**src/rtl/interface_led_pkg.sv**
```systemverilog
// Shared constants for the LED peripheral: register map, CTRL bit positions and reset values.
package interface_led_pkg;

    localparam int ADDR_PATTERN = 0;
    localparam int ADDR_BLINK   = 1;
    localparam int ADDR_CTRL    = 2;
    localparam int ADDR_STATUS  = 3;
    localparam int ADDR_DUTY0   = 4;

    localparam int CTRL_EN_BIT  = 0;
    localparam int CTRL_INV_BIT = 1;

    localparam logic CTRL_EN_RST     = 1'b1;
    localparam logic CTRL_INV_RST    = 1'b0;
    localparam logic PATTERN_RST_BIT = 1'b0;
    localparam logic BLINK_RST_BIT   = 1'b0;
    // Duty resets to all-ones so a lit channel is fully on without any DUTY write.
    localparam logic DUTY_RST_BIT    = 1'b1;

    function automatic bit addr_is(input int unsigned addr, input int unsigned reg_addr);
        return addr == reg_addr;
    endfunction

endpackage

```
**src/rtl/interface_led_pwm_if.sv**
```systemverilog
// CPU write/read bus as seen by the LED peripheral.
interface led_bus_if #(
    parameter int ADDR_W = 4,
    parameter int DATA_W = 8
);
    // Single-cycle strobe bus, no ready: a write happens on every rising edge where we=1,
    // and data_out always shows reg[addr] as sampled on the previous edge.
    logic              we;
    logic [ADDR_W-1:0] addr;
    logic [DATA_W-1:0] data_in;
    logic [DATA_W-1:0] data_out;

    modport master (
        output we,
        output addr,
        output data_in,
        input  data_out
    );

    modport slave (
        input  we,
        input  addr,
        input  data_in,
        output data_out
    );
endinterface

```
**src/rtl/led_pwm_channel.sv**
```systemverilog
// One PWM channel: duty shadow reloaded at period wrap, compared against the shared counter.
module led_pwm_channel #(
    parameter int PWM_BITS = 8
) (
    input  logic                clk,
    input  logic                rst_n,
    input  logic [PWM_BITS-1:0] duty,
    input  logic                wrap,
    input  logic [PWM_BITS-1:0] pwm_cnt,
    output logic                pwm_on
);
    import interface_led_pkg::*;

    logic [PWM_BITS-1:0] shadow;

    // Duty only changes at a period boundary so a period is never split between two duties.
    always_ff @(posedge clk or negedge rst_n) begin
        if (!rst_n) begin
            shadow <= {PWM_BITS{DUTY_RST_BIT}};
        end else if (wrap) begin
            shadow <= duty;
        end
    end

    // All-ones is special-cased so full duty has no one-cycle gap at the counter maximum.
    assign pwm_on = (&shadow) | (pwm_cnt < shadow);

endmodule

```
**src/rtl/interface_led_pwm.sv**
```systemverilog
// Memory-mapped LED driver: pattern/blink/PWM per channel, registered LED drive and readback.
module interface_led_pwm
    import interface_led_pkg::*;
#(
    parameter int NUM_LEDS  = 8,
    parameter int DATA_W    = 8,
    parameter int ADDR_W    = 4,
    parameter int PWM_BITS  = 8,
    parameter int BLINK_DIV = 2**22
) (
    input  logic                clk,
    input  logic                rst_n,
    led_bus_if.slave            bus,
    output logic [NUM_LEDS-1:0] led_out
);

    localparam int PRE_W = (BLINK_DIV > 1) ? $clog2(BLINK_DIV) : 1;
    localparam logic [PRE_W-1:0]    PRE_LAST = PRE_W'(BLINK_DIV - 1);
    localparam logic [PWM_BITS-1:0] DUTY_RST = {PWM_BITS{DUTY_RST_BIT}};

    logic [NUM_LEDS-1:0] pattern;
    logic [NUM_LEDS-1:0] blink;
    logic                ctrl_en;
    logic                ctrl_inv;
    logic [PWM_BITS-1:0] duty [NUM_LEDS];

    logic [PWM_BITS-1:0] pwm_cnt;
    logic                pwm_wrap;
    logic [PRE_W-1:0]    prescaler;
    logic                phase;

    logic [NUM_LEDS-1:0] pwm_on;
    logic [NUM_LEDS-1:0] lit;
    logic [DATA_W-1:0]   rd_data;
    int unsigned         bus_addr;
    logic                unused_data_bits;

    assign bus_addr         = int'(bus.addr);
    assign unused_data_bits = ^bus.data_in;

    // Register file; STATUS and unmapped addresses silently drop writes.
    always_ff @(posedge clk or negedge rst_n) begin
        if (!rst_n) begin
            pattern  <= {NUM_LEDS{PATTERN_RST_BIT}};
            blink    <= {NUM_LEDS{BLINK_RST_BIT}};
            ctrl_en  <= CTRL_EN_RST;
            ctrl_inv <= CTRL_INV_RST;
            for (int i = 0; i < NUM_LEDS; i++) begin
                duty[i] <= DUTY_RST;
            end
        end else if (bus.we) begin
            if (addr_is(bus_addr, ADDR_PATTERN)) begin
                pattern <= bus.data_in[NUM_LEDS-1:0];
            end
            if (addr_is(bus_addr, ADDR_BLINK)) begin
                blink <= bus.data_in[NUM_LEDS-1:0];
            end
            if (addr_is(bus_addr, ADDR_CTRL)) begin
                ctrl_en  <= bus.data_in[CTRL_EN_BIT];
                ctrl_inv <= bus.data_in[CTRL_INV_BIT];
            end
            for (int i = 0; i < NUM_LEDS; i++) begin
                if (addr_is(bus_addr, ADDR_DUTY0 + i)) begin
                    duty[i] <= bus.data_in[PWM_BITS-1:0];
                end
            end
        end
    end

    assign pwm_wrap = &pwm_cnt;

    // Both timebases free-run; bus traffic and EN never stall them.
    always_ff @(posedge clk or negedge rst_n) begin
        if (!rst_n) begin
            pwm_cnt   <= '0;
            prescaler <= '0;
            phase     <= 1'b0;
        end else begin
            pwm_cnt <= pwm_cnt + 1'b1;
            if (prescaler == PRE_LAST) begin
                prescaler <= '0;
                phase     <= ~phase;
            end else begin
                prescaler <= prescaler + 1'b1;
            end
        end
    end

    for (genvar g = 0; g < NUM_LEDS; g++) begin : g_chan
        led_pwm_channel #(
            .PWM_BITS(PWM_BITS)
        ) u_chan (
            .clk    (clk),
            .rst_n  (rst_n),
            .duty   (duty[g]),
            .wrap   (pwm_wrap),
            .pwm_cnt(pwm_cnt),
            .pwm_on (pwm_on[g])
        );
    end

    assign lit = {NUM_LEDS{ctrl_en}} & pattern & (~blink | {NUM_LEDS{phase}}) & pwm_on;

    always_comb begin
        rd_data = '0;
        if (addr_is(bus_addr, ADDR_PATTERN)) begin
            rd_data = DATA_W'(pattern);
        end else if (addr_is(bus_addr, ADDR_BLINK)) begin
            rd_data = DATA_W'(blink);
        end else if (addr_is(bus_addr, ADDR_CTRL)) begin
            rd_data = DATA_W'({ctrl_inv, ctrl_en});
        end else if (addr_is(bus_addr, ADDR_STATUS)) begin
            rd_data = DATA_W'(phase);
        end else begin
            for (int i = 0; i < NUM_LEDS; i++) begin
                if (addr_is(bus_addr, ADDR_DUTY0 + i)) begin
                    rd_data = DATA_W'(duty[i]);
                end
            end
        end
    end

    // Readback samples the pre-write register, so a same-edge write+read returns the old value.
    always_ff @(posedge clk or negedge rst_n) begin
        if (!rst_n) begin
            led_out      <= '0;
            bus.data_out <= '0;
        end else begin
            led_out      <= lit ^ {NUM_LEDS{ctrl_inv}};
            bus.data_out <= rd_data;
        end
    end

endmodule

```
**src/flat_wrapper.sv**
```systemverilog
// flat-port wrapper written by rule: the top's interface ports become plain ports
module interface_led_pwm_flat import interface_led_pkg::*;
#(
    parameter int NUM_LEDS  = 8,
    parameter int DATA_W    = 8,
    parameter int ADDR_W    = 4,
    parameter int PWM_BITS  = 8,
    parameter int BLINK_DIV = 2**22
)
  (clk, rst_n, led_out, bus_we, bus_addr, bus_data_in, bus_data_out);
  led_bus_if #(.ADDR_W(ADDR_W), .DATA_W(DATA_W)) bus_i ();
  input  logic clk;
  input  logic rst_n;
  output logic [NUM_LEDS-1:0] led_out;
  input wire logic [$bits(bus_i.we)-1:0] bus_we;
  input wire logic [$bits(bus_i.addr)-1:0] bus_addr;
  input wire logic [$bits(bus_i.data_in)-1:0] bus_data_in;
  output wire logic [$bits(bus_i.data_out)-1:0] bus_data_out;
  assign bus_i.we = bus_we;
  assign bus_i.addr = bus_addr;
  assign bus_i.data_in = bus_data_in;
  assign bus_data_out = bus_i.data_out;
  interface_led_pwm #(.NUM_LEDS(NUM_LEDS), .DATA_W(DATA_W), .ADDR_W(ADDR_W), .PWM_BITS(PWM_BITS), .BLINK_DIV(BLINK_DIV)) u_core (.clk(clk), .rst_n(rst_n), .bus(bus_i), .led_out(led_out));
endmodule
```
**config.mk**
```make
export PLATFORM = sky130hd
export DESIGN_NAME = interface_led_pwm_flat
export DESIGN_NICKNAME = d
export VERILOG_FILES = /design/src/rtl/interface_led_pkg.sv /design/src/rtl/interface_led_pwm_if.sv /design/src/rtl/led_pwm_channel.sv /design/src/rtl/interface_led_pwm.sv /design/src/flat_wrapper.sv
export SDC_FILE = /design/constraint.sdc
export NUM_CORES = 1
export LEC_CHECK = 0
export CORE_ASPECT_RATIO = 1.5
export CORE_MARGIN = 2
export CORE_UTILIZATION = 56
export CTS_CLUSTER_DIAMETER = 60
export DETAILED_ROUTE_END_ITERATION = 10
export GPL_ROUTABILITY_DRIVEN = 0
export PLACE_DENSITY = 0.77
export SYNTH_ARGS = -nofsm -noshare
export SYNTH_HDL_FRONTEND = slang
export SYNTH_SLANG_ARGS = --single-unit
```
**constraint.sdc**
```tcl
create_clock -name clk -period 2 [get_ports clk]
set_input_delay 0.4 -clock clk [delete_from_list [all_inputs] [get_ports clk]]
set_output_delay 0.4 -clock clk [all_outputs]
set_load 0.02 [all_outputs]
```
# Word level (Yosys, flattened, before mapping)
# Index checks and enable logic that the tools add are counted.
# classes
n_mul	0
bitwise	15
n_addsub	2
n_shift	0
muxes	13
n_eq_ne	12
div	0
magnitude_cmp	8
n_reduce_logical	21
# ops
operator	n
two-way mux 8 bit	12
AND reduction 8 bit	9
less-than comparator 8 bit	8
logical NOT 32 bit	1
bitwise AND 8 bit	3
adder 22 x 1 -> 22 bit (second input constant)	1
equality test 22 bit (second input constant)	1
two-way mux 22 bit	1
AND reduction 2 bit	11
equality test 4 x 3 -> 1 bit (second input constant)	4
equality test 4 bit (second input constant)	4
adder 8 x 1 -> 8 bit (second input constant)	1
equality test 4 x 2 -> 1 bit (second input constant)	2
inverter 8 bit	1
bitwise OR 1 bit	8
bitwise OR 8 bit	1
bitwise XOR 8 bit	1
equality test 4 x 1 -> 1 bit (second input constant)	1
inverter 1 bit	1
# totals
mem_bits_ro	0
mem_bits_rw	0
wordCells	96
input_bits	15
output_inout_bits	16
memories	0
reg_bits	193
latch_bits	0

# Depth between registers and ports, before layout
# Gate-level depths: netlist (run 1).
# depth
ltp_word	13
ltp_mapped	8
mapped_depth_nobuf	7

# Hierarchy
# A second synthesis (run 1) with hierarchy kept.
# hier_totals
hier_cells	842
hier_area_um2	9780.6
# by_module_without_submodules
module	seq_area_each_um2	cells_each	area_each_um2	n_inst
interface_led_pwm	3309.4	450	5916.9	1
led_pwm_channel	210.2	49	483.0	8

# Worst setup path before layout (run 1)
# OpenSTA, ideal clock, no wires.
# synth_timing
path_type	flip-flop to flip-flop
startpoint	register u_core.g_chan[2].u_chan.shadow[6]
endpoint	register u_core.led_out[2]
synth_period_minus_slack_ns	1.903
setup_ns	0.133
path_stages_with_launch	8
arrival_ns	1.771
t_required_ns	1.867
n_path_buf	0
setup_slack_ns	0.097
cell_sequence	dfstp_2 inv_1 ha_1 a21o_1 a221o_1 a41oi_1 o2111ai_1 xnor2_1
# synth_via
elab_chain_cells	4
elab_cells_between_ends	5
cone_classes	order compare: 1; bitwise: 3; reduce/logical: 1
# synth_rtl
item	line	text
from (decl)	led_pwm_channel.sv:14	logic [PWM_BITS-1:0] shadow;
from (signal assigned)	led_pwm_channel.sv:19	shadow <= {PWM_BITS{DUTY_RST_BIT}};
from (signal assigned)	led_pwm_channel.sv:21	shadow <= duty;
less-than comparator 8 bit or AND reduction 8 bit (tied branches)	led_pwm_channel.sv:26	assign pwm_on = (&shadow) | (pwm_cnt < shadow);
bitwise OR 1 bit (*)	led_pwm_channel.sv:26	
bitwise AND 8 bit (*)	interface_led_pwm.sv:102	assign lit = {NUM_LEDS{ctrl_en}} & pattern & (~blink | {NUM_LEDS{phase}}) & pwm_on;
bitwise XOR 8 bit (*)	interface_led_pwm.sv:129	led_out <= lit ^ {NUM_LEDS{ctrl_inv}};
to (signal assigned)	interface_led_pwm.sv:129	
to (decl)	interface_led_pwm.sv:14	output logic [NUM_LEDS-1:0] led_out
# Every way passes the cells marked *; elsewhere a longest branch is shown, timed or not.
# A chain may end at the register's enable or synchronous reset.

# Worst setup path in the final report (run 1)
# layout_timing
startpoint	register u_core.g_chan[7].u_chan.shadow[0]
endpoint	register u_core.led_out[7]
# layout_via
elab_chain_cells	4
elab_cells_between_ends	5
cone_classes	order compare: 1; bitwise: 3; reduce/logical: 1
# layout_rtl
item	line
from (decl)	led_pwm_channel.sv:14
from (signal assigned)	led_pwm_channel.sv:19
from (signal assigned)	led_pwm_channel.sv:21
less-than comparator 8 bit or AND reduction 8 bit (tied branches)	led_pwm_channel.sv:26
bitwise OR 1 bit (*)	led_pwm_channel.sv:26
bitwise AND 8 bit (*)	interface_led_pwm.sv:102
bitwise XOR 8 bit (*)	interface_led_pwm.sv:129
# Marked as above.

==> run metrics, run 1 <==
xor and xnor fraction of the mapped netlist area=2.33%; Worst-path clk slew=0.07 ns; clk buf depth=2; Top Ports=31; Post-synth EDFFs=0; worst vdd ir=0.563 mV; RSZ-0062 raised after global routing=true; WL per Instance=20.4 um; commonest non-fill, non-tap cells in the layout=dfstp_2, nand2_1, o21ai_0; post-route ant nets=0; CP required=2.29 ns; DRT Pass-1 Iters=5; CP Capture Type=flip-flop; endpoints failing setup=0; wirelength, routed=26400 um; Rows=60; Tmin final=1.95 ns; Area Overhead vs Synth=19.1%; fraction of the mapped netlist area in adder cells=7.20%; DR iter-0 viols=687; port bufs=30; Sw Ratio=26.7%; die area=19100 sq um; Core Box Area=17800 sq um; Final Slew Violations=0; biggest fanout along the worst timing path=3; combinational fraction of design power=15.0%; main combinational cell family by area after synthesis=simple AND/OR/NAND/NOR gates; Post-Synthesis Cell Area=10100 sq um; Psw=2.61 mW; Diodes inserted=0; clock power share=33.5%; critical path startpoint category=flip-flop; commonest non-fill, non-tap cell in the layout=dfstp_2; total grt overflow=0; Synth Flop Type=dfstp_2; Fmax=514 MHz; H-Tree Depth=4; vias in the first global route=8060; post-route clock skew=0.00811 ns; Least-Margin Pin Slew=0.606 ns; vias per std cell=6.12; Synth warnings=0; CTS sink count=193; layout cell share with drive strength beyond 1=35.0%; Slew HR=59.4%; clock root cell=clkbuf_16; DRC=0; initial antenna violation count=0; syn_nets=1036; syn avg cell area=10.5 sq um; Die W=114 um; Worst-Skew Late Latency=0.43 ns; crit path kind=flip-flop to flip-flop; pin count of the biggest net entering global routing=53; fin area=12000 sq um; post-synthesis cell count=963; Yosys reg bits=193; Vias=7930; TritonCTS clock tree=yes; WP data arrival=2.24 ns; Final Hold Fails=0; Seq pwr share=51.5%; Final TNS setup=0 ns; Pint=7.16 mW; Simple-Gate Fraction of Synth Area=13.2%; leakage power=4.85 nW; post-synthesis cell type count=57; status=complete, no violations; Hold WC Path Type=flip-flop to flip-flop; final period utilization=97.4%; post-synthesis sequential area ratio=49.5%; Total GRT Usage=28.9%; placed cell areas=11300 sq um; Num CTS Buffers=17; initial core utilization=56.7%; nets@finish=1138; first-pass GRT wire length=42200 um; MaxCap Viol Count=0; chip height=168 um; PwrDens=813 nW/um^2; Synth Area in Compound Gates=12.3%; Detailed Place HPWL=18900 um; proportion of synthesized area in mux cells=10.9%; fraction of registers with async set/reset=100%
-- through the flow --
| step | setup WS, ns | std cells | total power [mW] | utilization (%) | hold slack (ns) |
|---|---|---|---|---|---|
| 2_1_floorplan | 0.0966 | 963 | 5.73 | - | 0.104 |
| 3_3_place_gp | -0.0850 | 1259 | 6.42 | 63.6 | 0.390 |
| 3_5_place_dp | -0.129 | 1259 | 6.47 | 63.6 | 0.395 |
| 4_1_cts | -0.00374 | 1292 | 9.76 | 66.9 | 0.482 |
| 5_1_grt | -0.00863 | 1295 | 10.1 | 67.5 | 0.496 |
| 6_report | 0.0529 | 1295 | 9.76 | 67.5 | 0.480 |
-- state kept, by name, indices dropped and copies added, names as in the netlist --
name	flops
u_core.ctrl_inv	1
u_core.g_chan.u_chan.shadow	64
u_core.ctrl_en	1
u_core.pwm_cnt	8
u_core.prescaler	22
u_core.led_out	8
u_core.blink	8
u_core.pattern	8
u_core.bus.data_out	8
u_core.duty	64
u_core.phase	1
-- logic make-up (layout without fill, tap and decap cells) --
logic type / Yosys count / count (layout)
buf+inv: 118 / 233
flops: 193 / 193
compound gates: 203 / 203
xor+xnor: 26 / 26
simple gates: 268 / 268
fa+ha+maj: 58 / 58
mux: 97 / 97
-- cell type report --
| cell class | instances | area, sq um |
|---|---|---|
| fillers | 1303 | 5780 |
| flip-flops and latches | 193 | 4990 |
| multi-input cells | 652 | 4750 |
| repair buffers | 128 | 1160 |
| clock buffers | 24 | 483 |
| inverters | 73 | 274 |
| well taps | 217 | 272 |
| clock inverters | 8 | 76.3 |
-- final timing paths --
path	from	end	slack [ns]	depth (start not counted)
max reg2reg	u_core.g_chan[7].u_chan.shadow[0]	u_core.led_out[7]	0.05	5
min in group asynchronous	rst_n	u_core.led_out[5]	0.49	2
min	u_core.prescaler[20]	u_core.prescaler[20]	0.48	1
min reg2reg	u_core.prescaler[20]	u_core.prescaler[20]	0.48	1
max	u_core.g_chan[7].u_chan.shadow[0]	u_core.led_out[7]	0.05	5
max in group asynchronous	rst_n	u_core.duty[17]	0.85	3
-- timing repair --
item	4_1_cts	5_1_grt
endpoints found under the setup margin	3	7
hold endpoints to repair	21	0
buffers inserted	0	3
hold buffers	1	0
gates resized for setup	5	19
pin swaps	3	8
-- power by group through the flow --
stage | Combinational (mW) | Clock, mW | Sequential [mW]
2_1_floorplan | 0.783 | 0 | 4.95
3_3_place_gp | 1.37 | 0 | 5.05
3_5_place_dp | 1.41 | 0 | 5.07
4_1_cts | 1.43 | 3.32 | 5.01
5_1_grt | 1.57 | 3.49 | 5.07
6_report | 1.46 | 3.27 | 5.03
-- synthesized netlist by cell type (all sizes together), types with 2 or more instances --
| library cell | n | area (sq um) |
|---|---|---|
| a2111oi | 6 | 52.6 |
| a211o | 6 | 52.6 |
| a211oi | 3 | 22.5 |
| a21o | 13 | 97.6 |
| a21oi | 29 | 145 |
| a221oi | 2 | 17.5 |
| a22oi | 3 | 22.5 |
| a31oi | 8 | 50.1 |
| and3 | 11 | 68.8 |
| buf | 14 | 65.1 |
| clkbuf | 31 | 116 |
| dfrtp | 64 | 1600 |
| dfstp | 129 | 3390 |
| ha | 58 | 726 |
| inv | 72 | 270 |
| mux2 | 84 | 946 |
| mux2i | 11 | 110 |
| mux4 | 2 | 45.0 |
| nand2 | 107 | 409 |
| nand2b | 12 | 75.1 |
| nand3 | 21 | 105 |
| nand3b | 4 | 30.0 |
| nand4 | 21 | 131 |
| nor2 | 48 | 195 |
| nor2b | 4 | 32.5 |
| nor3 | 13 | 75.1 |
| nor4 | 9 | 71.3 |
| o2111ai | 7 | 61.3 |
| o211ai | 13 | 97.6 |
| o21ai | 94 | 470 |
| o22a | 2 | 17.5 |
| o22ai | 10 | 62.6 |
| or3 | 8 | 55.1 |
| or4 | 7 | 52.6 |
| xnor2 | 14 | 123 |
| xor2 | 12 | 113 |
-- critical path: stages, from the launching register on --
cell       delay (ns)
dfstp_2          0.55
nand4_1          0.10
or4_1            0.54
and3_1           0.21
a2111oi_0        0.28
o211ai_1         0.14
-- routing by layer --
metal | GRT usage [%] | wire length (um) | vias to the layer above
met5 | 0 | 0 | -
met2 | 49.0 | 13400 | 254
met3 | 4.93 | 1150 | 84
met4 | 14.4 | 1210 | 0
met1 | 35.4 | 10700 | 3965
li1 | - | - | 3627
(Power assumes the default switching activity.)
==> inputs of run 2 (changes only) <==
- GPL_TIMING_DRIVEN: unset -> 0
==> run metrics, run 2 (synthesis results as in run 1) <==
WP data arrival=2.34 ns (+0.10 ns); final period utilization=99.8% (+2.4 points); endpoints failing setup=0 (unchanged); DRC=0 (unchanged); Top Ports=31 (unchanged); MaxCap Viol Count=0 (unchanged); commonest non-fill, non-tap cell in the layout=dfstp_2; post-route clock skew=0.0119 ns (+0.00383 ns); port bufs=24 (-20%); Worst setup startpoint=u_core.pwm_cnt[7]; chip height=168 um (unchanged); placed cell areas=10600 sq um (-6.0%); crit-path cells=buf_4 > ha_1 > nor4_1 > a2111oi_4 > o211ai_1; Reg-to-Reg Start=u_core.pwm_cnt[7]; vias in the first global route=7918 (-1.8%); initial antenna violation count=0 (unchanged); kind of cell adding the most delay to the critical path=simple AND/OR/NAND/NOR gates; total grt overflow=0 (unchanged); die area=19100 sq um (unchanged); Tmin final=2.00 ns (+0.0487 ns); Total GRT Usage=30.2% (+1.4 points); fin area=11600 sq um (-3.6%); layout cell share with drive strength beyond 1=32.8% (-2.2 points); Fmax=501 MHz (-2.4%); CP bufs+invs=1 (+1); PwrDens=871 nW/um^2 (+7.2%); Hold WC Path Type=flip-flop to flip-flop; pin count of the biggest net entering global routing=115 (+120%); WL per Instance=22.2 um (+9.2%); Die W=114 um (unchanged); H-Tree Depth=4 (unchanged); post-route ant nets=0 (unchanged); leakage power=4.55 nW (-6.3%); first-pass GRT wire length=43400 um (+2.7%); crit path max-delay cell type=nor4_1; Rows=60 (unchanged); DR iter-0 viols=712 (+3.6%); vias per std cell=6.29 (+2.6%); Final Slew Violations=0 (unchanged); CTS sink count=193 (unchanged); Slew HR=45.9% (-14 points); hold slack=0.479 ns (-0.00110 ns); Num CTS Buffers=17 (unchanged); crit path kind=flip-flop to flip-flop; status=complete, no violations; hold path start=u_core.prescaler[20]; Worst-path clk slew=0.07 ns (about the same); DRT Pass-1 Iters=5 (unchanged); clock root cell=clkbuf_16; clk buf depth=2 (unchanged); worst vdd ir=0.500 mV (-11%); Worst-Skew Late Latency=0.45 ns (+0.02 ns); Area Overhead vs Synth=14.8%; Design Power=10.1 mW (+3.3%); Vias=7819 (-1.4%); Crit path largest cell delay=0.56 ns (about the same); critical path startpoint category=flip-flop; Detailed Place HPWL=19400 um (+2.8%); biggest fanout along the worst timing path=9 (+6); Final Hold Fails=0 (unchanged); Diodes inserted=0 (unchanged); RSZ-0062 raised after global routing=true; Top Registers=u_core.duty x64, u_core.g_chan.u_chan.shadow x64, u_core.prescaler x22; CP Capture Type=flip-flop; nets@finish=1087 (-4.5%); Core Box Area=17800 sq um (unchanged); Least-Margin Pin Slew=0.811 ns (+0.205 ns); CP required=2.35 ns (+0.06 ns); Final TNS setup=0 ns (unchanged); initial core utilization=56.7% (unchanged); commonest non-fill, non-tap cells in the layout=dfstp_2, nand2_1, o21ai_0, mux2_2, inv_1; TritonCTS clock tree=yes; wirelength, routed=27700 um (+4.9%)
run 2: cell types whose count changed in the layout (fill, tap and decap cells not counted), sizes merged:
cell / previous run / this run
buf: 98 / 22
clkbuf: 25 / 51
clkdlybuf4s50: 28 / 23
bufinv: 1 / 4
clkinv: 3 / 4
run 2: metal layers:
metal | track usage (%) | wire length (um) | up-vias
li1 | - | - | 3527
met1 | 36.3 | 10500 | 3821
met2 | 49.3 | 13300 | 364
met3 | 6.37 | 1980 | 107
met4 | 18.9 | 1900 | 0
met5 | 0 | 0 | -
run 2: area by class of cell:
class | instances | area [sq um]
Inverter | 73 | 274
Fill cell | 1385 | 6220
Timing Repair Buffer | 35 | 350
Clock buffer | 20 | 437
Clock inverter | 12 | 180
Tap cell | 217 | 272
Sequential cell | 193 | 5020
Buffer | 42 | 228
Multi-Input combinational cell | 652 | 4820
run 2: where the power goes:
part | internal (mW) | switching [mW]
Clock | 2.10 | 1.52
Combinational | 0.659 | 0.778
Sequential | 4.60 | 0.427
Total | 7.36 | 2.72
run 2: final timing paths:
path	cells past startpoint	slack, ns	endpoint
setup / recovery	5	0.004	u_core.led_out[5]
hold / removal	1	0.48	u_core.prescaler[20]
setup reg to reg	5	0.004	u_core.led_out[5]
hold reg to reg	1	0.48	u_core.prescaler[20]
max in group asynchronous	3	0.52	u_core.pwm_cnt[1]
min in group asynchronous	2	0.51	u_core.bus.data_out[4]
run 2: through the flow:
stage	setup WS, ns	util (%)	std cells
finish	0.00420	65.1	1244
global route	-0.0415	65.1	1244
CTS	0.000548	64.3	1243
detailed placement	-0.824	59.7	1205
global placement	-7.11	59.5	1204
floorplan	0.0966	-	963
run 2: repair_timing:
item | 4_1_cts | 5_1_grt
hold buffers | 1 | 0
setup buffers | 6 | 3
gates resized for setup | 59 | 40
pin swaps | 7 | 8
endpoints found under the hold margin | 16 | 0
setup endpoints to repair | 112 | 125
